File: src/rtl/priority_scan_sequencer.sv
// Priority scanner: accepts a request vector, streams set-bit indices one per beat (max MAX_HITS).
// Latency: first beat valid the cycle after the input handshake; in_ready returns the cycle after the last beat.
// Backpressure: out_* held stable while out_ready is low; in_ready depends only on state. MSB-first order with PRIORITY_SCAN_MSB_FIRST_EN.
module priority_scan_sequencer #(
    parameter int INPUTS   = 12,
    parameter int MAX_HITS = 7,
    localparam int IDX_W   = $clog2(INPUTS),
    localparam int CNT_W   = (MAX_HITS > 1) ? $clog2(MAX_HITS) : 1
) (
    input  logic              clk,
    input  logic              rst_n,
    input  logic [INPUTS-1:0] in_vec,
    input  logic              in_valid,
    output logic              in_ready,
    output logic              out_valid,
    input  logic              out_ready,
    output logic [IDX_W-1:0]  out_index,
    output logic [CNT_W-1:0]  out_hit_num,
    output logic              out_last,
    output logic              out_none,
    output logic              out_overflow
);

    generate
        if (INPUTS < 2) begin : g_bad_inputs
            $error("priority_scan_sequencer: INPUTS must be >= 2");
        end
        if (MAX_HITS < 1 || MAX_HITS > INPUTS) begin : g_bad_max_hits
            $error("priority_scan_sequencer: MAX_HITS must be in 1..INPUTS");
        end
    endgenerate

    localparam logic [CNT_W-1:0] CNT_LAST = CNT_W'(MAX_HITS - 1);

    typedef enum logic {
        IDLE = 1'b0,
        EMIT = 1'b1
    } state_t;

    state_t              state_q, state_d;
    logic [INPUTS-1:0]   mask_q, mask_d;
    logic [CNT_W-1:0]    cnt_q, cnt_d;

    logic [IDX_W-1:0]    pick_idx;
    logic [INPUTS-1:0]   pick_oh;
    logic                mask_empty;
    logic                mask_multi;
    logic                at_cap;
    logic                emit;
    logic                beat_last;

    // Last assignment in the loop wins, so the loop direction sets priority.
    always_comb begin
        pick_idx = '0;
        pick_oh  = '0;
`ifdef PRIORITY_SCAN_MSB_FIRST_EN
        for (int i = 0; i < INPUTS; i++) begin
            if (mask_q[i]) begin
                pick_idx   = IDX_W'(i);
                pick_oh    = '0;
                pick_oh[i] = 1'b1;
            end
        end
`else
        for (int i = INPUTS - 1; i >= 0; i--) begin
            if (mask_q[i]) begin
                pick_idx   = IDX_W'(i);
                pick_oh    = '0;
                pick_oh[i] = 1'b1;
            end
        end
`endif
    end

    // x & (x-1) is nonzero exactly when two or more bits are set.
    assign mask_empty = ~|mask_q;
    assign mask_multi = |(mask_q & (mask_q - INPUTS'(1)));
    assign at_cap     = (cnt_q == CNT_LAST);
    assign emit       = (state_q == EMIT);
    assign beat_last  = mask_empty || !mask_multi || at_cap;

    assign in_ready     = (state_q == IDLE);
    assign out_valid    = emit;
    assign out_index    = emit ? pick_idx : '0;
    assign out_hit_num  = emit ? cnt_q : '0;
    assign out_last     = emit && beat_last;
    assign out_none     = emit && mask_empty;
    assign out_overflow = emit && at_cap && mask_multi;

    always_comb begin
        state_d = state_q;
        mask_d  = mask_q;
        cnt_d   = cnt_q;
        case (state_q)
            IDLE: begin
                if (in_valid) begin
                    mask_d  = in_vec;
                    cnt_d   = '0;
                    state_d = EMIT;
                end
            end
            EMIT: begin
                if (out_ready) begin
                    if (beat_last) begin
                        // Any bits left beyond the cap are dropped here.
                        mask_d  = '0;
                        cnt_d   = '0;
                        state_d = IDLE;
                    end else begin
                        mask_d = mask_q & ~pick_oh;
                        cnt_d  = cnt_q + CNT_W'(1);
                    end
                end
            end
            default: begin
                mask_d  = '0;
                cnt_d   = '0;
                state_d = IDLE;
            end
        endcase
    end

    always_ff @(posedge clk or negedge rst_n) begin
        if (!rst_n) begin
            state_q <= IDLE;
            mask_q  <= '0;
            cnt_q   <= '0;
        end else begin
            state_q <= state_d;
            mask_q  <= mask_d;
            cnt_q   <= cnt_d;
        end
    end

endmodule

File: config.mk
export PLATFORM = sky130hd
export DESIGN_NAME = priority_scan_sequencer
export DESIGN_NICKNAME = d
export VERILOG_FILES = /design/src/rtl/priority_scan_sequencer.sv
export SDC_FILE = /design/constraint.sdc
export NUM_CORES = 1
export LEC_CHECK = 0
export BUFFER_PORTS_ARGS = -buffer_cell sky130_fd_sc_hd__buf_4
export CAP_MARGIN = 15
export CELL_PAD_IN_SITES_DETAIL_PLACEMENT = 1
export CELL_PAD_IN_SITES_GLOBAL_PLACEMENT = 1
export CORE_UTILIZATION = 34
export CTS_CLUSTER_SIZE = 30
export DETAILED_ROUTE_END_ITERATION = 16
export PLACE_DENSITY_LB_ADDON = 0.1
export SLEW_MARGIN = 10
export SYNTH_ARGS = -nofsm -noshare
export SYNTH_HDL_FRONTEND = slang
export SYNTH_SLANG_ARGS = --single-unit
File: constraint.sdc
create_clock -name clk -period 2.5 [get_ports clk]
set_clock_uncertainty 0.2 [all_clocks]
set_input_delay 0.25 -clock clk [delete_from_list [all_inputs] [get_ports clk]]
set_output_delay 0.25 -clock clk [all_outputs]
set_load 0.01 [all_outputs]
==> results of run 1 <==
==> cell usage after synthesis, types with 2 or more instances <==
master     n
maj3_1     2
inv_1      6
or3_1      2
o21ai_0    6
a22oi_1    6
nor3_1     3
dfrtp_1   16
nand3_1    3
a211oi_1   2
ha_1       2
a21oi_1    8
and2_1     2
nor2b_1    2
clkbuf_1   6
nor4_1     3
a22o_1     2
nor2_1     8
nand2_1   20
o31ai_1    3
o21ai_1    5
==> area by class of cell <==
cell class,instances,area share [%]
Multi-Input combinational cell,96,40.5
Inverter,6,1.42
Sequential cell,16,25.2
Tap cell,31,2.44
Timing Repair Buffer,55,28.2
Clock buffer,4,2.29
==> layout by cell type (no fill, tap or decap), drive strengths merged, types with 2 or more instances in the layout <==
cell	synthesis	routed
nor2	9	9
o21ai	11	11
and2	2	2
a21oi	8	8
buf	1	43
nand2	20	20
o31ai	3	3
nor4	3	3
dfrtp	16	16
dlygate4sd3	0	12
clkbuf	6	4
inv	6	6
a22o	2	2
or4	2	2
or3	2	2
nor3	3	3
ha	2	2
a22oi	6	6
nand3	3	3
o41ai	2	2
nor2b	2	2
a211oi	3	3
maj3	2	2
==> metal layers <==
layer | vias to the layer above | global-route usage (%) | wire, µm
li1 | 564 | - | -
met1 | 559 | 30.6 | 1660
met2 | 25 | 39.6 | 1770
met3 | 8 | 3.57 | 99
met4 | 0 | 7.48 | 74
met5 | - | 0 | 0
==> flip-flops by register name, indices dropped and copies added, names as in the netlist <==
| name | cells |
|---|---|
| mask_q | 12 |
| cnt_q | 3 |
| out_valid | 1 |
==> worst min-delay path by stage <==
stage / cells past startpoint / end / startpoint
after floorplan: 0 / cnt_q[0] / rst_n
after global placement: 1 / cnt_q[1] / rst_n
after detailed placement: 1 / cnt_q[1] / rst_n
after CTS: 3 / mask_q[2] / in_vec[2]
after global routing: 4 / out_valid / out_ready
final: 4 / out_valid / out_ready
==> cells by family (layout without fill, tap and decap cells) <==
group | after synthesis | in the layout | synth area share (%)
AO/OA/AOI/OAI | 42 | 42 | 29.0
XOR/XNOR | 1 | 1 | 0.826
adder cells (fa/ha/maj) | 4 | 4 | 4.24
buffers and inverters | 13 | 65 | 5.31
flip-flops | 16 | 16 | 37.7
multiplexers | 1 | 1 | 1.06
AND/OR/NAND/NOR | 48 | 48 | 21.8
==> timing repair <==
action | 4_1_cts | 5_1_grt
cloned | 0 | 0
gates resized for setup | 3 | 4
pin swaps | 6 | 3
setup endpoints to repair | 3 | 2
endpoints found under the hold margin | 26 | 1
setup buffers | 2 | 0
hold buffers | 11 | 1
==> worst reg2reg max path, delay by kind of cell (launching register included) <==
| kind | cells | cell delay [ps] |
|---|---|---|
| compound gates | 4 | 660 |
| buf+inv | 3 | 430 |
| flops | 1 | 400 |
| simple gates | 1 | 600 |
==> where the power goes <==
| part | internal, mW | switching [mW] |
|---|---|---|
| clock network | 0.0889 | 0.0985 |
| registers | 0.354 | 0.139 |
| logic | 0.657 | 0.709 |
==> run_results.csv, run 1 <==
group,metric,value,unit
global_route,grt_start_max_net_pins,17,
drt,route.detailed.drc,2,
global_route,antenna_found_initial,0,
cts,cts.sinks,16,
global_route,grtUsageTotal,23.4,%
placement,hpwlAfterDp,2.41,mm
drt,ant_nets,0,
outcome,failed_checks,"DRC, setup timing",
timing,max_slew.worst_pin.slew,1200,ps
drt,first_iter_violations,32,
drt,firstDrtPassIters,10,
synthesis,syn_nets,143,
placement,place_congestion,0.816,
timing,finalWorstPathRequiredPeriod,2780,ps
synthesis,yosys_register_bits,16,
synthesis,postSynth.asyncResetShare,100,%
worst_setup_path,cp_top_family,"compound AO/OA/AOI/OAI gates",
worst_setup_path,max_stage_delay,600,ps
hold_path,hold_path.class,"in -> reg",
cts,clockBufferDepth,2,
synthesis,netlist_top_cells_area,"dfrtp_1 (38%), nand2_1 (7.1%), a22oi_1 (4.2%), a21oi_1 (3.8%), o21ai_0 (2.8%)",
synthesis,ys_seq_area_share,37.7,%
power,vdd_drop_max,480,µV
die,core,0.00285,mm²
finish,drive_gt1_share,32.2,%
synthesis,synthDominantCellAreaShare,37.7,%
global_route,grt_pass1_vias,1245,
finish,area_growth_syn_to_layout,49.5,%
timing,tns,-495,ps
worst_setup_path,worstPathCellList,"or4_4 > buf_6 > o31ai_4 > o21ai_2 > a211oi_4 > o21a_1 > buf_4",
drt,routedWlPerCell,17.3,µm
worst_setup_path,r2r_setup_slack,100,ps
worst_setup_path,path_buf_inv,2,
run,max_cap_viol_count,0,
worst_setup_path,crit_start,"mask_q[4]",
worst_setup_path,worstPathMaxFanout,4,
global_route,grt_pass1_wl,5.95,mm
synthesis,ys_types,38,
placement,port_buffers,27,
synthesis,avgSynthCellArea,8.49,µm²
die,die_y,57.9,µm
timing,postLayoutSetupSlackWorst,-278,ps
timing,clock.fmax,0.360,GHz
drt,wl,3.60,mm
timing,hold_viol,0,
global_route,overflow,0,
die,core.rowCount,19,
cts,clock-root-buffer,"clkbuf_4",
timing,period_share,111,%
finish,fillers,346,
synthesis,syn_inst,125,
worst_setup_path,timing.rr.end,"cnt_q[0]",
power,cellLeakagePower,0.750,nW
worst_setup_path,worstSetupStartpointType,"flip-flop",
outcome,status,"complete, but fails checks",
worst_setup_path,cp.arrival,2330,ps
drt,via_count,1156,
finish,final_nets,196,
cts,htreeDepth,1,
die,die-width,57.9,µm
timing,slew-limit-headroom,20.1,%
timing,rsz0062_at_grt,"true",
worst_setup_path,end_kind,"primary output",
worst_setup_path,crit_path_end,"out_last",
cts,worstSkewPairLatency,300,ps
drt,viasPerCell,5.56,
placement,postPlaceCellArea,0.00137,mm²
power,power_density,1290,mW/mm²
worst_setup_path,criticalPathCategory,"reg -> out",
cts,cts_tree,"built",
finish,post-route-util,55.6,%
finish,diodes,0,
timing,slew_viol_final,0,
cts,clk_pin_slew_worst_paths,110,ps
power,p_total,2.05,mW
worst_setup_path,cp_slowest_cell,"or4_4",
worst_setup_path,crit_required,2050,ps
placement,placed_cells,190,
worst_setup_path,r2r_cells,8,
finish,final_cells,208,
finish,layout.area.seq,400,µm²
synthesis,synth.cell_area,0.00106,mm²
cts,cts_buffers,3,
synthesis,yosys_warnings,0,
die,start_util,37.2,%
timing,setup_violations,2,
worst_setup_path,path_depth,7,
synthesis,synth_flop_cell,"dfrtp_1",
timing,whs,66.1,ps
die,fp.dieArea,0.00335,mm²
finish,design_area,0.00159,mm²
worst_setup_path,r2r_start,"mask_q[4]",
finish,multi_input_area,642,µm²
die,io_pins,28,
placement,pre_cts_slack,-93.6,ps
synthesis,synth_edf_count,0,
synthesis,yosysTopAreaCell,"dfrtp_1",
No activity file was read; power rests on OpenSTA's default activity.
==> run 2: changes to the inputs <==
Settings changed: CORE_MARGIN from default to 2.
==> run_results.csv, run 2 (synthesis gave the netlist of run 1 again) <==
group,metric,value,unit
worst_setup_path,cp_slowest_cell,"or4_4",
die,core.rowCount,20,
drt,viasPerCell,5.58,
worst_setup_path,worstSetupStartpointType,"flip-flop",
finish,largest_reg_flops,12,
hold_path,hold_path.class,"in -> reg",
worst_setup_path,cp_top_family,"compound AO/OA/AOI/OAI gates",
placement,port_buffers,27,
die,core,0.00300,mm²
die,fp.dieArea,0.00358,mm²
timing,clock.fmax,0.360,GHz
global_route,grt_pass1_vias,1252,
power,power_density,1260,mW/mm²
finish,final_common_cell,"buf_4",
drt,wl,3.57,mm
finish,area_growth_syn_to_layout,48.6,%
die,start_util,35.3,%
cts,clk_pin_slew_worst_paths,110,ps
finish,final_cells,211,
timing,postLayoutSetupSlackWorst,-277,ps
cts,cts.sinks,16,
cts,clock-root-buffer,"clkbuf_4",
finish,final_cell_mix,"buf_4 (44), nand2_1 (20), dfrtp_1 (16)",
outcome,status,"complete, but fails checks",
placement,pre_cts_slack,-58.0,ps
finish,design_area,0.00158,mm²
drt,routedWlPerCell,16.9,µm
cts,clockBufferDepth,2,
power,p_total,1.99,mW
worst_setup_path,path_buf_inv,1,
global_route,grt_start_max_net_pins,17,
finish,drive_gt1_share,32.0,%
timing,hold_viol,0,
worst_setup_path,crit_required,2050,ps
drt,ant_nets,0,
placement,hpwlAfterDp,2.49,mm
placement,postPlaceCellArea,0.00138,mm²
finish,final_nets,197,
cts,worstSkewPairLatency,300,ps
power,vdd_drop_max,446,µV
global_route,antenna_found_initial,0,
global_route,overflow,0,
drt,route.detailed.drc,0,
drt,first_iter_violations,54,
die,die-width,59.9,µm
drt,firstDrtPassIters,4,
worst_setup_path,end_kind,"primary output",
power,cellLeakagePower,0.751,nW
timing,setup_violations,2,
cts,cts_tree,"built",
finish,post-route-util,52.5,%
outcome,failed_checks,"setup timing",
placement,placed_cells,193,
finish,top_register,"mask_q",
worst_setup_path,max_stage_delay,600,ps
cts,cts_buffers,3,
global_route,grt_pass1_wl,6.11,mm
timing,slew_viol_final,0,
drt,via_count,1177,
cts,htreeDepth,1,
timing,period_share,111,%
die,io_pins,28,
worst_setup_path,cp.arrival,2330,ps
die,die_y,59.9,µm
timing,finalWorstPathRequiredPeriod,2780,ps
timing,max_slew.worst_pin.slew,506,ps
worst_setup_path,worstPathCellList,"or4_4 > o41ai_4 > o221ai_2 > a211oi_4 > o21a_1 > buf_4",
placement,place_congestion,0.813,
run,max_cap_viol_count,0,
worst_setup_path,criticalPathCategory,"reg -> out",
worst_setup_path,worstPathMaxFanout,6,
finish,fillers,384,
finish,diodes,0,
global_route,grtUsageTotal,22.8,%
timing,slew-limit-headroom,65.9,%
timing,rsz0062_at_grt,"true",
[run 2: final cells by class]
cell class	instances	area (µm²)	area share, %
timing repair buffer	56	450	28.6
inverter	6	22.5	1.43
tap	33	41.3	2.62
sequential	16	400	25.4
multi-input combinational	96	626	39.7
clock buffer	4	36.3	2.30
[run 2: metal layers]
layer	global-route usage (%)	up-vias	part of all wire [%]
li1	-	566	-
met3	3.25	4	3.4
met1	30.0	579	45
met2	37.4	28	51
met4	9.21	0	0.78
met5	0	-	0
[run 2: worst paths after layout]
| path | slack [ps] | from | endpoint | cells past startpoint |
|---|---|---|---|---|
| worst max-delay path | -280 | mask_q[2] | out_last | 6 |
| worst min-delay path | 70 | out_ready | out_valid | 4 |
| worst max register to register | 90 | mask_q[2] | cnt_q[0] | 7 |
| worst min register to register | 330 | cnt_q[0] | cnt_q[0] | 1 |
| max in group asynchronous | 1770 | rst_n | mask_q[8] | 2 |
| min in group asynchronous | 140 | rst_n | cnt_q[1] | 2 |
[run 2: worst reg2reg max path, delay by kind of cell (launching register included)]
| kind | cells | cell delay (ps) |
|---|---|---|
| DFF | 1 | 400 |
| buffers and inverters | 2 | 280 |
| and+or+nand+nor | 1 | 600 |
| AOI/OAI and AO/OA | 4 | 830 |
[run 2: what timing repair did]
action | 4_1_cts | 5_1_grt
resized for setup | 2 | 2
setup endpoints to repair | 2 | 7
setup buffers | 2 | 0
cloned | 0 | 0
hold endpoints to repair | 27 | 0
pin swaps | 1 | 1
hold buffers | 12 | 0
[run 2: through the flow]
stage / hold slack (ps) / setup TNS [ps]
final: 71.2 / -491
after global placement: -75.2 / 0
after CTS: 67.7 / -444
after detailed placement: -67.5 / -58.0
after global routing: 104 / -634
after floorplan: -246 / 0
[run 2: where the power goes]
group / switching (mW) / internal (mW) / total (mW)
Combinational: 0.680 / 0.633 / 1.31
Clock: 0.0991 / 0.0888 / 0.188
Sequential: 0.131 / 0.354 / 0.486
==> run 3: changes to the inputs <==
--- a/config.mk
+++ b/config.mk
@@ -7,2 +7,3 @@
 export LEC_CHECK = 0
+export ABC_CLOCK_PERIOD_IN_PS = 2500
 export BUFFER_PORTS_ARGS = -buffer_cell sky130_fd_sc_hd__buf_4
--- a/constraint.sdc
+++ b/constraint.sdc
@@ -4,2 +4,2 @@
 set_output_delay 0.25 -clock clk [all_outputs]
-set_load 0.01 [all_outputs]
+set_load 0.02 [all_outputs]
==> run_results.csv, run 3 (synthesis gave the netlist of run 1 again) <==
group,metric,value,unit
timing,clock.fmax,0.366,GHz
timing,period_share,109,%
die,core.rowCount,20,
global_route,overflow,0,
finish,final_nets,197,
drt,viasPerCell,5.57,
global_route,grtUsageTotal,21.7,%
cts,htreeDepth,1,
worst_setup_path,cp_slowest_cell,"or4_4",
outcome,status,"complete, but fails checks",
drt,route.detailed.drc,0,
global_route,grt_pass1_vias,1206,
timing,whs,4.84,ps
worst_setup_path,timing.rr.end,"out_valid",
worst_setup_path,end_kind,"primary output",
finish,post-route-util,52.9,%
finish,final_common_cell,"buf_4",
worst_setup_path,max_stage_delay,610,ps
placement,place_congestion,0.812,
timing,slew-limit-headroom,64.7,%
placement,pre_cts_slack,-58.2,ps
finish,top_register,"mask_q",
worst_setup_path,r2r_setup_slack,210,ps
cts,cts_tree,"built",
die,die_y,59.9,µm
drt,wl,3.49,mm
timing,hold_viol,0,
die,start_util,35.3,%
die,core,0.00300,mm²
finish,final_cell_mix,"buf_4 (44), nand2_1 (20), dfrtp_1 (16)",
power,power_density,1350,mW/mm²
power,cellLeakagePower,0.752,nW
cts,clk_pin_slew_worst_paths,100,ps
finish,largest_reg_flops,12,
global_route,antenna_found_initial,0,
timing,finalWorstPathRequiredPeriod,2730,ps
drt,ant_nets,0,
worst_setup_path,worstPathMaxFanout,6,
drt,first_iter_violations,43,
die,io_pins,28,
worst_setup_path,worstSetupStartpointType,"flip-flop",
cts,cts_buffers,3,
hold_path,hold_path.class,"in -> reg",
die,die-width,59.9,µm
power,vdd_drop_max,455,µV
hold_path,hold_path_end,"mask_q[5]",
worst_setup_path,worstPathCellList,"or4_4 > buf_4 > o31ai_4 > o21ai_2 > a211oi_4 > o21a_2 > buf_6",
drt,firstDrtPassIters,4,
worst_setup_path,r2r_start,"mask_q[3]",
worst_setup_path,path_buf_inv,2,
die,fp.dieArea,0.00358,mm²
global_route,grt_start_max_net_pins,17,
hold_path,hp-start,"in_vec[5]",
timing,setup_violations,2,
worst_setup_path,cp.arrival,2280,ps
outcome,failed_checks,"setup timing",
cts,clock-root-buffer,"clkbuf_4",
finish,drive_gt1_share,34.5,%
placement,port_buffers,27,
cts,cts.sinks,16,
worst_setup_path,criticalPathCategory,"reg -> out",
timing,max_slew.worst_pin.slew,516,ps
placement,hpwlAfterDp,2.41,mm
drt,routedWlPerCell,16.6,µm
timing,rsz0062_at_grt,"true",
finish,diodes,0,
hold_path,hold_path_depth,3,
global_route,grt_pass1_wl,5.86,mm
run,max_cap_viol_count,0,
worst_setup_path,r2r_cells,7,
timing,postLayoutSetupSlackWorst,-229,ps
finish,area_growth_syn_to_layout,49.6,%
cts,worstSkewPairLatency,290,ps
cts,clockBufferDepth,2,
timing,slew_viol_final,0,
worst_setup_path,cp_top_family,"compound AO/OA/AOI/OAI gates",
worst_setup_path,crit_required,2050,ps
drt,via_count,1170,
[run 3: cell count changes in the layout (fill, tap and decap cells not counted), sizes merged]
cell         delta
buf             +2
dlygate4sd3     -2
clkbuf          -1
[run 3: worst max path at each step]
| stage | endpoint | start | cells past startpoint | slack, ps |
|---|---|---|---|---|
| floorplan | out_last | mask_q[2] | 6 | 10 |
| global placement | out_last | mask_q[2] | 6 | 50 |
| detailed placement | out_last | mask_q[2] | 6 | -60 |
| CTS | out_last | mask_q[2] | 6 | -240 |
| global route | out_last | mask_q[5] | 6 | -320 |
| finish | out_last | mask_q[3] | 7 | -230 |
[run 3: per-stage QoR]
step	area [µm²]	setup TNS, ps	total power [mW]	cells
2_1_floorplan	1060	0	1.28	125
5_1_grt	1590	-610	2.32	210
3_5_place_dp	1390	-58.2	1.78	193
4_1_cts	1530	-416	1.99	206
6_report	1590	-421	2.14	210
3_3_place_gp	1390	0	1.74	193
[run 3: timing repair]
action,in CTS,in global routing
endpoints found under the setup margin,3,3
pin swaps,1,7
cloned,0,0
setup buffers,0,4
hold buffers,10,0
gates resized for setup,3,6
hold endpoints to repair,25,0
[run 3: report_power, final]
group	switching [mW]	internal (mW)
combinational	0.797	0.713
sequential	0.134	0.354
clock	0.0889	0.0561
[run 3: area by class of cell]
| class | count | area (µm²) |
|---|---|---|
| well taps | 33 | 41.3 |
| fillers | 359 | 1420 |
| repair buffers | 56 | 453 |
| inverters | 6 | 22.5 |
| clock buffers | 3 | 22.5 |
| multi-input cells | 96 | 648 |
| flip-flops and latches | 16 | 400 |
[run 3: routing by layer]
| metal | track usage [%] | vias up | share of wire (%) | wire (µm) |
|---|---|---|---|---|
| met2 | 36.6 | 33 | 49 | 1710 |
| met5 | 0 | - | 0 | 0 |
| met1 | 29.1 | 566 | 47 | 1630 |
| li1 | - | 566 | - | - |
| met3 | 2.60 | 5 | 3.1 | 108 |
| met4 | 5.71 | 0 | 1.1 | 38 |
[run 3: worst min-delay path, stage by stage]
cell and delay [ps]:
buf_4 80, a22oi_1 70, nand2_1 70
